`src/rtl/mc_pkg.sv`:
```
// Shared definitions for the multicycle control unit: state codes, opcode and
// funct constants, ALU operation encoding and datapath mux encodings.
package mc_pkg;

    typedef enum logic [3:0] {
        S_FETCH  = 4'h0,
        S_DECODE = 4'h1,
        S_MEMADR = 4'h2,
        S_MEMRD  = 4'h3,
        S_MEMWB  = 4'h4,
        S_MEMWR  = 4'h5,
        S_REXEC  = 4'h6,
        S_RWB    = 4'h7,
        S_IEXEC  = 4'h8,
        S_IWB    = 4'h9,
        S_BRANCH = 4'hA,
        S_JUMP   = 4'hB,
        S_TRAP   = 4'hC
    } state_t;

    localparam logic [5:0] OP_RTYPE = 6'h00;
    localparam logic [5:0] OP_ADDI  = 6'h08;
    localparam logic [5:0] OP_LW    = 6'h23;
    localparam logic [5:0] OP_SW    = 6'h2B;
    localparam logic [5:0] OP_BEQ   = 6'h04;
    localparam logic [5:0] OP_J     = 6'h02;

    localparam logic [5:0] FN_ADD = 6'h20;
    localparam logic [5:0] FN_SUB = 6'h22;
    localparam logic [5:0] FN_AND = 6'h24;
    localparam logic [5:0] FN_OR  = 6'h25;
    localparam logic [5:0] FN_SLT = 6'h2A;
    localparam logic [5:0] FN_NOT = 6'h27;
    localparam logic [5:0] FN_MOV = 6'h21;

    localparam logic [2:0] ALU_MOV = 3'd0;
    localparam logic [2:0] ALU_NOT = 3'd1;
    localparam logic [2:0] ALU_ADD = 3'd2;
    localparam logic [2:0] ALU_SUB = 3'd3;
    localparam logic [2:0] ALU_OR  = 3'd4;
    localparam logic [2:0] ALU_AND = 3'd5;
    localparam logic [2:0] ALU_SLT = 3'd7;

    localparam logic [1:0] SRCB_REGB  = 2'b00;
    localparam logic [1:0] SRCB_FOUR  = 2'b01;
    localparam logic [1:0] SRCB_IMM   = 2'b10;
    localparam logic [1:0] SRCB_IMMSH = 2'b11;

    localparam logic [1:0] PCSRC_ALU    = 2'b00;
    localparam logic [1:0] PCSRC_ALUOUT = 2'b01;
    localparam logic [1:0] PCSRC_JUMP   = 2'b10;

    // True for every opcode the decoder knows how to sequence.
    function automatic logic opcode_legal(input logic [5:0] op);
        return (op == OP_RTYPE) || (op == OP_ADDI) || (op == OP_LW) ||
               (op == OP_SW) || (op == OP_BEQ) || (op == OP_J);
    endfunction

endpackage

```
`src/rtl/mc_control_alu_decode.sv`:
```
// R-type funct field to ALU operation decode, with an illegal-funct flag.
module mc_alu_decode
    import mc_pkg::*;
(
    input  logic [5:0] funct,
    output logic [2:0] alu_op,
    output logic       funct_illegal
);

    // Map funct to the shared ALU encoding; unknown functs fall back to MOV.
    always_comb begin
        alu_op        = ALU_MOV;
        funct_illegal = 1'b0;
        case (funct)
            FN_ADD:  alu_op = ALU_ADD;
            FN_SUB:  alu_op = ALU_SUB;
            FN_AND:  alu_op = ALU_AND;
            FN_OR:   alu_op = ALU_OR;
            FN_SLT:  alu_op = ALU_SLT;
            FN_NOT:  alu_op = ALU_NOT;
            FN_MOV:  alu_op = ALU_MOV;
            default: funct_illegal = 1'b1;
        endcase
    end

endmodule

```
`src/rtl/mc_control.sv`:
```
// Main control FSM of the multicycle processor.
// Optional feature macro MC_CONTROL_TRAP_EN: illegal instructions park the FSM
// in TRAP with a sticky illegal flag; otherwise they execute as a NOP.
module mc_control
    import mc_pkg::*;
#(
    parameter int unsigned W = 32
) (
    input  logic         clk,
    input  logic         rst_n,
    input  logic [W-1:0] instr,
    input  logic         zero,
    input  logic         mem_ack,
    output logic         mem_req,
    output logic         mem_we,
    output logic         iord,
    output logic         ir_write,
    output logic         pc_en,
    output logic [1:0]   pc_src,
    output logic         alu_src_a,
    output logic [1:0]   alu_src_b,
    output logic [2:0]   alu_op,
    output logic         reg_dst,
    output logic         mem_to_reg,
    output logic         reg_write,
    output logic         illegal,
    output logic [3:0]   state
);

    state_t     st;
    logic [5:0] opcode;
    logic [2:0] funct_op;
    logic       funct_illegal;
    logic       instr_illegal;
    logic       unused_instr;

    assign opcode       = instr[31:26];
    assign unused_instr = ^instr[25:6];

    mc_alu_decode u_alu_decode (
        .funct         (instr[5:0]),
        .alu_op        (funct_op),
        .funct_illegal (funct_illegal)
    );

    assign instr_illegal = !opcode_legal(opcode) ||
                           ((opcode == OP_RTYPE) && funct_illegal);

`ifdef MC_CONTROL_TRAP_EN
    localparam state_t ILLEGAL_NEXT = S_TRAP;
`else
    localparam state_t ILLEGAL_NEXT = S_FETCH;
`endif

    // State register: sequence each instruction; memory states wait for ack.
    always_ff @(posedge clk or negedge rst_n) begin
        if (!rst_n) begin
            st <= S_FETCH;
        end else begin
            case (st)
                S_FETCH:  if (mem_ack) st <= S_DECODE;
                S_DECODE: begin
                    if (instr_illegal)              st <= ILLEGAL_NEXT;
                    else if (opcode == OP_LW ||
                             opcode == OP_SW)       st <= S_MEMADR;
                    else if (opcode == OP_RTYPE)    st <= S_REXEC;
                    else if (opcode == OP_ADDI)     st <= S_IEXEC;
                    else if (opcode == OP_BEQ)      st <= S_BRANCH;
                    else                            st <= S_JUMP;
                end
                S_MEMADR: st <= (opcode == OP_LW) ? S_MEMRD : S_MEMWR;
                S_MEMRD:  if (mem_ack) st <= S_MEMWB;
                S_MEMWR:  if (mem_ack) st <= S_FETCH;
                S_REXEC:  st <= S_RWB;
                S_IEXEC:  st <= S_IWB;
`ifdef MC_CONTROL_TRAP_EN
                S_TRAP:   st <= S_TRAP;
`endif
                default:  st <= S_FETCH;
            endcase
        end
    end

    // Output decode from state; everything is held at zero while rst_n is low
    // so a reset mid-access drops mem_req/writes without waiting for a clock.
    always_comb begin
        mem_req    = 1'b0;
        mem_we     = 1'b0;
        iord       = 1'b0;
        ir_write   = 1'b0;
        pc_en      = 1'b0;
        pc_src     = PCSRC_ALU;
        alu_src_a  = 1'b0;
        alu_src_b  = SRCB_REGB;
        alu_op     = ALU_MOV;
        reg_dst    = 1'b0;
        mem_to_reg = 1'b0;
        reg_write  = 1'b0;
        if (rst_n) begin
            case (st)
                S_FETCH: begin
                    mem_req   = 1'b1;
                    alu_src_b = SRCB_FOUR;
                    alu_op    = ALU_ADD;
                    ir_write  = mem_ack;
                    pc_en     = mem_ack;
                end
                S_DECODE: begin
                    alu_src_b = SRCB_IMMSH;
                    alu_op    = ALU_ADD;
                end
                S_MEMADR, S_IEXEC: begin
                    alu_src_a = 1'b1;
                    alu_src_b = SRCB_IMM;
                    alu_op    = ALU_ADD;
                end
                S_MEMRD: begin
                    mem_req = 1'b1;
                    iord    = 1'b1;
                end
                S_MEMWB: begin
                    reg_write  = 1'b1;
                    mem_to_reg = 1'b1;
                end
                S_MEMWR: begin
                    mem_req = 1'b1;
                    mem_we  = 1'b1;
                    iord    = 1'b1;
                end
                S_REXEC: begin
                    alu_src_a = 1'b1;
                    alu_op    = funct_op;
                end
                S_RWB: begin
                    reg_write = 1'b1;
                    reg_dst   = 1'b1;
                end
                S_IWB:   reg_write = 1'b1;
                S_BRANCH: begin
                    alu_src_a = 1'b1;
                    alu_op    = ALU_SUB;
                    pc_src    = PCSRC_ALUOUT;
                    pc_en     = zero;
                end
                S_JUMP: begin
                    pc_src = PCSRC_JUMP;
                    pc_en  = 1'b1;
                end
                default: ;
            endcase
        end
    end

    assign state = rst_n ? st : S_FETCH;

`ifdef MC_CONTROL_TRAP_EN
    assign illegal = rst_n && (st == S_TRAP);
`else
    assign illegal = 1'b0;
`endif

endmodule

```
`config.mk`:
```
export PLATFORM = sky130hd
export DESIGN_NAME = mc_control
export DESIGN_NICKNAME = d
export VERILOG_FILES = /design/src/rtl/mc_pkg.sv /design/src/rtl/mc_control_alu_decode.sv /design/src/rtl/mc_control.sv
export SDC_FILE = /design/constraint.sdc
export NUM_CORES = 1
export LEC_CHECK = 0
export CAP_MARGIN = 5
export CELL_PAD_IN_SITES_DETAIL_PLACEMENT = 1
export CELL_PAD_IN_SITES_GLOBAL_PLACEMENT = 1
export CORE_MARGIN = 8
export CORE_UTILIZATION = 23
export CTS_CLUSTER_SIZE = 14
export DETAILED_ROUTE_END_ITERATION = 8
export PLACE_DENSITY = 0.89
export SKIP_LAST_GASP = 1
export SLEW_MARGIN = 10
export SYNTH_ARGS = -nofsm -noshare
export SYNTH_HDL_FRONTEND = slang
export SYNTH_HIERARCHICAL = 1
export SYNTH_SLANG_ARGS = --single-unit
```
`constraint.sdc`:
```
create_clock -name clk -period 2.24 [get_ports clk]
set_input_delay 0.336 -clock clk [delete_from_list [all_inputs] [get_ports clk]]
set_output_delay 0.336 -clock clk [all_outputs]
set_load 0.02 [all_outputs]
```
* Word level (Yosys, flattened, before mapping)
Cells that the tools add are included.
Widths: inputs -> output; s select.
** Storage, ports and cells
- Register bits after elaboration :: 4
- Input bits :: 36
- Output and inout bits :: 21
- Logic and storage cells :: 83
** Operators by class
- Equal/unequal tests :: 26
- Muxes and demuxes :: 37
- Reduce and logical (&&, ||, !) cells :: 19
** Operator list (number)
- $eq 6x6->1 const B :: 9
- $mux 4 :: 7
- $pmux 4 s7 :: 1
- $mux 1 :: 19
- $pmux 3 s6 :: 1
- $eq 4x3->1 const B :: 4
- $eq 4x4->1 const B :: 4
- $pmux 3 s3 :: 1
- $eq 4x2->1 const B :: 2
- $reduce_or 4->1 :: 2
- $logic_or 1x1->1 :: 7
- $reduce_or 7->1 :: 1
- $eq 6x2->1 const B :: 1
- $eq 6x3->1 const B :: 1
- $eq 6x4->1 const B :: 1
- $logic_not 6->1 :: 1
- $mux 2 :: 3
- $mux 3 :: 2
- $ne 2x2->1 const B :: 3
- $pmux 2 s3 :: 1
- $reduce_or 3->1 :: 2
- $eq 4x1->1 const B :: 1
- $logic_not 4->1 :: 1
- $pmux 2 s2 :: 1
- other kinds (5) :: 6

* Logic depth before layout (Yosys ltp)
- Word-level depth :: 10
- Depth in mapped cells :: 6
- Mapped depth without buffers :: 6

* Modules after synthesis
Netlist, hierarchy kept.
** Modules (own cells, without submodules)
- mc_control :: times used 1, cells an instance 98, area an instance 651.9 um^2, sequential area each 100.1 um^2
- mc_alu_decode :: times used 1, cells an instance 14, area an instance 105.1 um^2, sequential area each 0.0 um^2

* Least setup slack after synthesis
Ideal clock, no wire load.
- Kind :: register to output
- Start point :: reg st[1]
- End point :: out alu_src_a
- Data arrival time :: 1995 ps
- Required time :: 1904 ps
- Slack :: -91 ps
- Cell stages (with the launch flop) :: 5
- Cell sequence :: dfrtp_1 clkbuf_1 buf_2 nor2_1 a2111oi_0
** On the way
- Cells in the longest elaborated chain, start to end :: 4
- Elaborated cells between the ends (all ways) :: 7
- Those cells by class :: eq/ne: 4; mux: 2; reduce/logical: 1
** RTL lines
- from (decl) :: line mc_control.sv:30 : state_t st;
- from (signal assigned) :: line mc_control.sv:71 : S_MEMADR: st <= (opcode == OP_LW) ? S_MEMRD : S_MEMWR;
- $eq 4x4->1, or another cell as far along :: line mc_control.sv:100 : case (st)
- $reduce_or 4->1 (no line) *
- $mux 1 * :: line mc_control.sv:100
- $mux 1 * :: line mc_control.sv:99 : if (rst_n) begin
- to (decl) :: line mc_control.sv:20 : output logic alu_src_a,
Every way passes the cells marked *; elsewhere a longest branch is shown, timed or not.

* Worst setup path in the final report
- Start point :: in rst_n
- End point :: out mem_to_reg
** On the way
- Cells in the longest elaborated chain, start to end :: 1
** RTL lines
- from (decl) :: line mc_control.sv:10 : input logic rst_n,
- $mux 1 :: line mc_control.sv:99
- to (decl) :: line mc_control.sv:24 : output logic mem_to_reg,
Every way passes these cells.

==> run metrics <==
chip height=approximately 73 um; RSZ-0062 raised after global routing=true; Port Buf Inserts=35; Longest Clk Path Bufs=2; crit path cell chain=clkdlybuf4s50_1, buf_4, nand2_1, nor3_1, clkdlybuf4s50_1; Slew Limit Fails=0; number of register bits inferred by synthesis=4; drt initial violations=28; Comb pwr share=71.3%; Peak VDD IR=0.000215 V; slew margin rel.=61.5%; number of global-route vias before repair=1168; grt ovf=0; Reg power frac=between 10% and 20%; Largest regs=st x4; met2 usage=22.7%; Reg2Reg Setup Slack=0.55 ns; via density per instance=5.06; # nets final=198; CP peak stage delay=roughly 0.64 ns; Non-Filler Instances=206; Initial Util=about 23%; Pwr Total=about 0.75 mW; DRC=0; Hold Path Class=in -> async; IO Count=57; Vias=1043; max reg flops=4; Crit. End Element=output pin; syn_nets=148; post-synthesis cell type count=41; CP top delay family=buffers and inverters; YS warnings=6; setup TNS=0 ns; Largest Register=st; Sw Share=between 40% and 50%; Mapped Cells=112; antenna viol nets, final=0; cell repeated most along the worst path=clkdlybuf4s50_1; Cell Pwr Density=574 mW/mm^2; commonest non-fill, non-tap cells in the layout=20 x buf_4, 18 x clkdlybuf4s50_1, 13 x nor2_1, 9 x o21ai_0, 9 x dlygate4sd2_1; H-tree Lvls=1; Yosys top cell area share=13.2%; worst path bufs/invs=3; share of cells above drive strength 1=22.5%; core area=0.00326 sq mm; worst-margin pin slew=roughly 0.57 ns; TritonCTS clock tree=yes; clk_skew=0.00484 ns; clk_lat worst skew=0.24 ns; clk slew on worst S/H paths=0.04 ns; # clock sinks=4; routed length per instance=~15 um; WP data required=between 1.5 and 2 ns; FF/Latch Area=~100 sq um; switching power=0.346 mW; most common cell after layout, fill and taps aside=buf_4; Max-cap violations=0; gp weighted congestion=~0.8; Rows=21; first-pass GRT wire length=roughly 5300 um; Reg2Reg Launch Point=st[1]$_DFFE_PN0P_; Inserted Diodes=0; Tot GR Track Use=12.6%; Slowest cell on crit path=clkdlybuf4s50_1; fill count=420; startpoint type of the worst setup path=input pin; Int Power=approximately 0.4 mW; clock share of power=12.2%; Max Fclk=0.460 GHz; Top FF cell, synth=dfrtp_1; worst setup path start=rst_n; hpwl dp=2680 um; drt pass-1 iters=4; CTS root buf=clkbuf_4; CP max FO=3; Syn Area/Cell=roughly 6.8 sq um; final period utilization=97.1%; register area share after synthesis=13.2%; Num CTS Buffers=3; Arr. time, crit path=1.84 ns; Most Crowded Layer GR=met2; Syn Std Cell Area=757 sq um; initial antenna violation count=0; Layout Area Growth over Synthesis=71.6%; met1 usage=12.5%; final hold violation count=0; die area=0.00538 sq mm; outcome=complete, no violations; final setup violation count=0; Die Wd=around 73 um; post-route minimum period=approximately 2.2 ns; EDFF count, synth=0; multi-input logic area=612 sq um; FFs w/ async S/R, synth=100%; top cells by area, synth=dfrtp_1 13%, nor2_1 6.4%, o21ai_0 6.0%, nor3_1 4.6%, nor2b_1 4.1%; grt met3 use=around 3.4%; largest area contributor in the netlist=dfrtp_1; Placed Instances=203; pin count of the biggest net entering global routing=14; wirelength, routed=3160 um; Leakage=0.613 nW; Crit Path Class=in -> out
-- what timing repair did --
item                                    CTS  global route
hold buffers                              0             0
pin swaps                                 1             0
endpoints found under the setup margin   14             8
setup buffers                             0             0
resized for setup                        16            14
-- worst paths after layout --
path                       depth (start not counted)           endpoint
max in group asynchronous                          3  st[1]$_DFFE_PN0P_
min                                                2  st[0]$_DFFE_PN0P_
min reg2reg                                        2  st[2]$_DFFE_PN0P_
max reg2reg                                        5  st[0]$_DFFE_PN0P_
min in group clk                                   2  st[2]$_DFFE_PN0P_
max                                                5         mem_to_reg
-- cell usage after synthesis, types with 2 or more instances --
cell and instances:
nor2_1 13, o21ai_0 9, clkbuf_1 8, nand2_1 7, nor3_1 7, a21oi_1 6, inv_1 5, nor2b_1 5
dfrtp_1 4, nand2b_1 4, and2_1 3, nor3b_1 3, a2111oi_0 2, and3_1 2, and4b_1 2, nand3_1 2
nor3b_2 2, nor4_1 2, o21a_1 2, o21bai_1 2, xnor2_1 2
-- per-layer routing --
metal / vias to the layer above / part of all wire, %
met1: 494 / 41
met2: 34 / 50
li1: 507 / -
met3: 8 / 6.4
met5: - / 0
met4: 0 / 2.5
-- metrics by stage --
step / worst slack [ns] / hold slack, ns / instance area (sq um) / util (%)
2_1_floorplan: 0.169 / 0.0404 / 758 / -
3_3_place_gp: -0.292 / 0.669 / 1270 / 39.1
3_5_place_dp: -0.365 / 0.704 / 1270 / 39.1
4_1_cts: -0.0823 / 0.474 / 1290 / 39.5
5_1_grt: -0.0348 / 0.477 / 1300 / 39.9
6_report: 0.0654 / 0.463 / 1300 / 39.9
-- power by group through the flow --
| stage | Sequential [mW] | Clock, mW | Combinational (mW) |
|---|---|---|---|
| after global placement | 0.120 | 0 | 0.519 |
| after detailed placement | 0.123 | 0 | 0.554 |
| final | 0.123 | 0.0909 | 0.532 |
| after global routing | 0.130 | 0.103 | 0.578 |
| after floorplan | 0.0944 | 0 | 0.314 |
| after CTS | 0.122 | 0.0936 | 0.538 |
-- cell type report --
cell class	count	share of cell area (%)
sequential	4	7.80
tap	46	4.43
timing repair buffer	55	37.5
clock buffer	3	1.73
inverter	5	1.45
multi-input combinational	93	47.1
-- cell families after synthesis --
| group | Yosys count | synth area share (%) |
|---|---|---|
| buffers and inverters | 15 | 8.10 |
| AND/OR/NAND/NOR | 58 | 44.8 |
| multiplexers | 1 | 1.49 |
| XOR/XNOR | 2 | 2.31 |
| AO/OA/AOI/OAI | 31 | 29.6 |
| flip-flops | 4 | 13.2 |
| other | 1 | 0.495 |
No activity file was read; power rests on OpenSTA's default activity.
